===== config.mk =====
export PLATFORM = sky130hd
export DESIGN_NAME = paddle_sequencer
export DESIGN_NICKNAME = d
export VERILOG_FILES = /design/src/rtl/breakout_pkg.sv /design/src/rtl/paddle_digital_pos.sv /design/src/rtl/paddle_sequencer.sv
export SDC_FILE = /design/constraint.sdc
export NUM_CORES = 1
export LEC_CHECK = 0
export ABC_AREA = 1
export BUFFER_PORTS_ARGS = -buffer_cell sky130_fd_sc_hd__buf_4
export CAP_MARGIN = 20
export CORE_ASPECT_RATIO = 0.6
export CORE_MARGIN = 3
export CORE_UTILIZATION = 59
export CTS_CLUSTER_SIZE = 28
export DETAILED_ROUTE_END_ITERATION = 7
export PLACE_DENSITY_LB_ADDON = 0.08
export SKIP_LAST_GASP = 1
export SLEW_MARGIN = 20
export SYNTH_ARGS = -nofsm -noshare
export SYNTH_HDL_FRONTEND = slang
export SYNTH_SLANG_ARGS = --single-unit

===== constraint.sdc =====
create_clock -name clk_sys -period 5 [get_ports clk_sys]
set_input_delay 0.75 -clock clk_sys [delete_from_list [all_inputs] [get_ports clk_sys]]
set_output_delay 0.75 -clock clk_sys [all_outputs]
set_load 0.03 [all_outputs]

===== src/rtl/breakout_pkg.sv =====
// Shared types and constants for the breakout paddle path.
// Contents: paddle source and sequencer state enums, analog sample struct,
// default constants, and the analog-axis / position-resolve helpers.
package breakout_pkg;

    localparam int unsigned POS_W          = 8;
    localparam int unsigned DIG_INIT_DEF   = 114;
    localparam int unsigned DELTA_SLOW_DEF = 4;
    localparam int unsigned DELTA_FAST_DEF = 8;

    typedef enum logic [1:0] {
        SRC_DIG = 2'd0,
        SRC_X   = 2'd1,
        SRC_Y   = 2'd2,
        SRC_PAD = 2'd3
    } src_e;

    typedef enum logic [1:0] {
        ARM   = 2'd0,
        COUNT = 2'd1,
        DONE  = 2'd2
    } pad_state_e;

    // Analog stick sample: Y in the upper byte, X in the lower, both signed.
    typedef struct packed {
        logic signed [7:0] y;
        logic signed [7:0] x;
    } ana_t;

    // Signed axis to offset-binary (-128..127 -> 0..255).
    function automatic logic [POS_W-1:0] ana_map(input logic [7:0] s);
        return {~s[7], s[6:0]};
    endfunction

    // Select the raw position for a player; non-digital sources honour invert.
    function automatic logic [POS_W-1:0] resolve_pos(
        input src_e             src,
        input logic             inv,
        input ana_t             ana,
        input logic [POS_W-1:0] pad,
        input logic [POS_W-1:0] dig
    );
        logic [POS_W-1:0] raw;
        raw = dig;
        unique case (src)
            SRC_X:   raw = ana_map(ana.x);
            SRC_Y:   raw = ana_map(ana.y);
            SRC_PAD: raw = pad;
            default: raw = dig;
        endcase
        if (src == SRC_DIG) begin
            return dig;
        end
        return inv ? raw : ~raw;
    endfunction

endpackage


===== src/rtl/paddle_digital_pos.sv =====
// Per-player digital paddle integrator.
// Ports: clk_sys/reset (sync, active-high); step_en qualifies one update;
// left/right buttons; delta step size; pos is the saturating 8-bit position.
module paddle_digital_pos
    import breakout_pkg::*;
#(
    parameter int unsigned DIG_INIT = DIG_INIT_DEF
) (
    input  logic             clk_sys,
    input  logic             reset,
    input  logic             step_en,
    input  logic             left,
    input  logic             right,
    input  logic [POS_W-1:0] delta,
    output logic [POS_W-1:0] pos
);

    logic [POS_W:0]   sum;
    logic [POS_W-1:0] pos_next;

    // One extra bit catches overflow on add and borrow on subtract.
    always_comb begin
        sum      = {1'b0, pos};
        pos_next = pos;
        if (step_en && (left ^ right)) begin
            if (left) begin
                sum      = {1'b0, pos} + {1'b0, delta};
                pos_next = sum[POS_W] ? '1 : sum[POS_W-1:0];
            end else begin
                sum      = {1'b0, pos} - {1'b0, delta};
                pos_next = sum[POS_W] ? '0 : sum[POS_W-1:0];
            end
        end
    end

    always_ff @(posedge clk_sys) begin
        if (reset) begin
            pos <= POS_W'(DIG_INIT);
        end else begin
            pos <= pos_next;
        end
    end

endmodule


===== src/rtl/paddle_sequencer.sv =====
// Paddle position sequencer: resolves each player's position from digital,
// analog or paddle sources and emits a pulse whose length in hsync lines
// equals the active player's position once per paddle window.
// Ports: clk_sys, reset (sync, active-high); hsync/vsync/pad_en_n timing;
// player2/speed selects; per-player src/inv/buttons/analog/paddle inputs;
// pad_out comparator output; pos_p1/pos_p2 resolved positions.
module paddle_sequencer
    import breakout_pkg::*;
#(
    parameter int unsigned DIG_INIT   = DIG_INIT_DEF,
    parameter int unsigned DELTA_SLOW = DELTA_SLOW_DEF,
    parameter int unsigned DELTA_FAST = DELTA_FAST_DEF
) (
    input  logic             clk_sys,
    input  logic             reset,
    input  logic             hsync,
    input  logic             vsync,
    input  logic             pad_en_n,
    input  logic             player2,
    input  logic             speed,
    input  logic [1:0]       src_p1,
    input  logic [1:0]       src_p2,
    input  logic             inv_p1,
    input  logic             inv_p2,
    input  logic             left_p1,
    input  logic             right_p1,
    input  logic             left_p2,
    input  logic             right_p2,
    input  logic [15:0]      ana_p1,
    input  logic [15:0]      ana_p2,
    input  logic [POS_W-1:0] paddle_p1,
    input  logic [POS_W-1:0] paddle_p2,
    output logic             pad_out,
    output logic [POS_W-1:0] pos_p1,
    output logic [POS_W-1:0] pos_p2
);

    logic             hs_q;
    logic             vs_q;
    logic             hs_edge;
    logic             vs_edge;
    logic [POS_W-1:0] delta;
    logic [POS_W-1:0] dig_p1;
    logic [POS_W-1:0] dig_p2;

    pad_state_e       state;
    pad_state_e       state_next;
    logic [POS_W-1:0] counter;
    logic [POS_W-1:0] counter_next;
    logic [POS_W-1:0] target;
    logic [POS_W-1:0] target_next;
    logic             pad_out_next;

    assign hs_edge = hsync & ~hs_q;
    assign vs_edge = vsync & ~vs_q;
    assign delta   = speed ? POS_W'(DELTA_FAST) : POS_W'(DELTA_SLOW);

    // Only the player currently selected steps on a frame boundary.
    paddle_digital_pos #(.DIG_INIT(DIG_INIT)) u_dig_p1 (
        .clk_sys (clk_sys),
        .reset   (reset),
        .step_en (vs_edge & ~player2),
        .left    (left_p1),
        .right   (right_p1),
        .delta   (delta),
        .pos     (dig_p1)
    );

    paddle_digital_pos #(.DIG_INIT(DIG_INIT)) u_dig_p2 (
        .clk_sys (clk_sys),
        .reset   (reset),
        .step_en (vs_edge & player2),
        .left    (left_p2),
        .right   (right_p2),
        .delta   (delta),
        .pos     (dig_p2)
    );

    // Window sequencer next-state; pad_out is the registered comparator.
    always_comb begin
        state_next   = state;
        counter_next = counter;
        target_next  = target;
        pad_out_next = 1'b0;
        unique case (state)
            ARM: begin
                counter_next = '0;
                if (pad_en_n) begin
                    target_next = player2 ? pos_p2 : pos_p1;
                    state_next  = COUNT;
                end
            end
            COUNT: begin
                // Window close wins over a coincident hsync edge.
                if (!pad_en_n) begin
                    state_next   = ARM;
                    counter_next = '0;
                end else begin
                    pad_out_next = (counter < target);
                    if (counter >= target) begin
                        state_next = DONE;
                    end else if (hs_edge && (counter != '1)) begin
                        counter_next = counter + POS_W'(1);
                    end
                end
            end
            DONE: begin
                if (!pad_en_n) begin
                    state_next   = ARM;
                    counter_next = '0;
                end
            end
            default: begin
                state_next   = ARM;
                counter_next = '0;
            end
        endcase
    end

    always_ff @(posedge clk_sys) begin
        if (reset) begin
            hs_q    <= 1'b0;
            vs_q    <= 1'b0;
            state   <= ARM;
            counter <= '0;
            target  <= '0;
            pad_out <= 1'b0;
            pos_p1  <= POS_W'(DIG_INIT);
            pos_p2  <= POS_W'(DIG_INIT);
        end else begin
            hs_q    <= hsync;
            vs_q    <= vsync;
            state   <= state_next;
            counter <= counter_next;
            target  <= target_next;
            pad_out <= pad_out_next;
            pos_p1  <= resolve_pos(src_e'(src_p1), inv_p1, ana_t'(ana_p1), paddle_p1, dig_p1);
            pos_p2  <= resolve_pos(src_e'(src_p2), inv_p2, ana_t'(ana_p2), paddle_p2, dig_p2);
        end
    end

endmodule


==> reports/results.txt <==
Grouping stages by cell kind, the critical path spends the most delay in simple AND/OR/NAND/NOR gates. The count of buffers added by post-CTS timing repair for setup came out at 0. The number of failing hold endpoints at the final stage was 0. The start-to-end type of the worst setup path was in2reg. The total global routing track utilization came out at 0.275.

The number of fill cells is 476, and the die extent in x is 106 um. The worst path arrival time is 2720 ps, and the worst-case clock skew is 9.56 ps. The area of the mapped netlist is 3530 um2. The synthesized design contains 53 register bits. The number of nets in the layout came out at 696. The top cell types in the final layout, fill and taps aside, are nand2_1 (140), inv_1 (83), buf_4 (81), dfxtp_1 (53), o21ai_0 (40). The remaining max-slew budget at the tightest pin is 0.366. The die covers 6980 um2. The tree is rooted in a clkbuf_8.

The HPWL after detailed placement is 7.56 mm. Together, buffers and inverters on the worst path number 4. The biggest fanout along the worst timing path works out to 8. Port buffering added 81 buffers. Maximum number of pins on one net before global-route repair: 37. The measured slew at the worst slew-check pin came out at 945 ps. The async set-reset flop share out of synthesis came out at 0.

Routability-driven placement finished with a final weighted congestion of 0.906. The area share of xor/xnor cells in the synthesized design is 0.0496, and the count of endpoints failing setup in the final report is 0. Using the TritonRoute via totals, the vias-per-cell ratio works out to 5.44. The floorplan has 21 rows.

The design draws 1.03 mW. Summed over all nets, wire length on met2 after detailed routing comes to 4.23 mm. The tools report the length of the first detailed-routing pass in iterations as 5. The path class of the tightest hold or removal check is reg2reg. For this design, the slowest cell found on the critical path is nor3_1. CTS saw 53 sinks. For this run, design rule violations remaining after detail routing come to 0. The length of routed met3 wiring was 798 um. Dividing the detail-routed wire length by the instance count gives 13.8 um. In the final layout, the multi-input gates occupy 2110 um2. For the post-CTS resize count, the log shows 0. Simple-gate share of the synthesized area: 0.295. The number of global-route vias before repair came out at 3330.

The count of distinct cell types in the synthesized netlist is 40. The initial cell density of the core is 0.622, and the detailed-route via count is 3758. The post-synthesis compound-gate area fraction is 0.169. The flow ran to the end, and the final reports show no timing, DRC or antenna violations. The tools report the warning count from the yosys run as 0. Traced cell by cell, the critical path runs through buf_4 -> inv_1 -> ha_1 -> inv_1 -> fa_1 -> inv_1 -> nand2_1 -> nor3_1 -> o21ai_1 -> nand2_1 -> nand3_1. In this run the remaining antenna-violating nets after routing total 0.

The share of final-layout standard cells stronger than drive strength 1 is 0.165, and the required time reported for the critical path endpoint is 5170 ps. The leading cell type in the layout, fill and taps excluded is nand2_1. The number of clock buffers added by TritonCTS is 5.

Across the run, the number of max-cap violations was 0. The share of synthesized area spent on multiplexers is 0, and the I/O pin count is 82. For the final routed database, the setup TNS stands at 0 ps. VDD sags by at most 0.147 mV. The run gives 15.3 mm as the first-pass GRT wire length. The most used flip-flop cell after synthesis is dfxtp_1. No sink is reached through more buffers than the 2 on the longest clock path.

The synthesis-to-layout area growth works out to 21.4%. The maximum clock frequency was 393 MHz; the delay of the slowest cell on the worst path was 390 ps. By area, the combinational part of the netlist is dominated by simple AND/OR/NAND/NOR gates. The fraction of the cycle the final worst path needs works out to 0.510.

Global routing finished with a remaining overflow of 0. In this run, post-CTS hold repair placed 0 buffers. The worst setup path is launched from a primary input.

Adder-cell share of the synthesized area: 0.0829. Signal routing reaches up to met4. For this block, the initial DRC count from the detailed router was 305.

The antenna diode instance count is 0. The most numerous cell type found on the critical path is inv_1. The number of enable flip-flop cells after synthesis works out to 0. The H-tree was split into 2 levels. The post-synthesis cell count came out at 533. Setup repair after global routing left no endpoint under its margin. The area taken by flip-flops and latches is 1060 um2, and the shortest clock period the worst path allows after layout is 2550 ps. For this design the ratio of total power to cell area is 241 nW/um2. The number of nets handed over by synthesis was 619. STA classifies the critical path endpoint as a register. The logs give 9.55 mm for the total length of routed wires and 5680 um2 for the area of the core region. Measured along the y axis, the die boundary spans 65.9 um. After synthesis, the mean cell area works out to 6.63 um2. The run gives 4.41 mm as the routed length on met1. The run gives 0 as the final max-slew violation count.

TritonCTS built the clock tree. The logs give 320 ps for the clock latency at the later pin of the worst-skew pair and 0 for the number of antenna violations at the first check in global routing. The tools report the sequential element share of the synthesized area as 0.300. For this design the static power due to leakage is 2.17 nW. After clock tree synthesis, the clock-pin slew on the worst setup and hold paths is 100 ps.
## per-layer routing
metal | GRT usage | vias to the layer above
met5 | 0 | -
met4 | 0.0727 | 0
met3 | 0.0400 | 11
met2 | 0.435 | 161
met1 | 0.395 | 1694
li1 | - | 1892
## stage by stage
step	setup slack [ps]	area, um2	utilization	cells	hold WS, ps
global placement	2250	4200	0.739	683	456
finish	2450	4290	0.755	691	467
floorplan	2570	3530	-	533	429
global route	2200	4290	0.755	691	514
detailed placement	2120	4200	0.739	683	455
CTS	2470	4290	0.755	691	468
## cell usage after synthesis, types with 4 or more instances
cell type | count | area, um2
xnor2_1 | 5 | 43.8
ha_1 | 17 | 213
a31oi_1 | 8 | 50.1
a21oi_1 | 32 | 160
clkbuf_1 | 8 | 30.0
nor2_1 | 38 | 143
fa_1 | 4 | 80.1
nor3_1 | 8 | 40.0
nand3_1 | 26 | 130
inv_1 | 83 | 312
dfxtp_1 | 53 | 1060
xor2_1 | 15 | 131
nand4_1 | 13 | 81.3
o211ai_1 | 14 | 105
o21ai_0 | 40 | 200
nand2_1 | 140 | 526
## worst reg2reg max path, stage by stage, from the launching register on
cell and delay, ps:
dfxtp_1 460, ha_1 220, inv_1 60, fa_1 380
inv_1 90, nand2_1 80, nor3_1 390, o21ai_1 170
nand2_1 120, nand3_1 70
## where the power goes
group | internal [mW] | switching [mW]
logic | 0.122 | 0.178
clock network | 0.0998 | 0.154
registers | 0.454 | 0.0275
total | 0.676 | 0.359
## worst paths after layout
kind / start / endpoint / slack, ps / cells after the start
hold reg to reg: u_dig_p2.pos[0] / u_dig_p2.pos[0] / 470 / 2
setup reg to reg: u_dig_p1.pos[2] / u_dig_p1.pos[1] / 2840 / 9
hold / removal: u_dig_p2.pos[0] / u_dig_p2.pos[0] / 470 / 2
setup / recovery: speed / u_dig_p1.pos[1] / 2450 / 11
## sequential cells by signal (all words and copies together), names as in the netlist
register / count
counter: 8
pos_p1: 8
pos_p2: 8
target: 8
u_dig_p1.pos: 8
u_dig_p2.pos: 8
state: 2
hs_q: 1
pad_out: 1
vs_q: 1
## area by class of cell
class / instances / area share
flip-flops and latches: 53 / 0.248
inverters: 85 / 0.0744
clock inverters: 3 / 0.00496
multi-input cells: 384 / 0.492
clock buffers: 5 / 0.0161
well taps: 80 / 0.0234
repair buffers: 81 / 0.142
## cells by family after synthesis
| logic type | count (synthesis) |
|---|---|
| flip-flops | 53 |
| AND/OR/NAND/NOR | 238 |
| XOR/XNOR | 20 |
| AO/OA/AOI/OAI | 105 |
| adder cells (fa/ha/maj) | 21 |
| buffers and inverters | 96 |
Note: power is estimated with default switching activity, not from simulation.
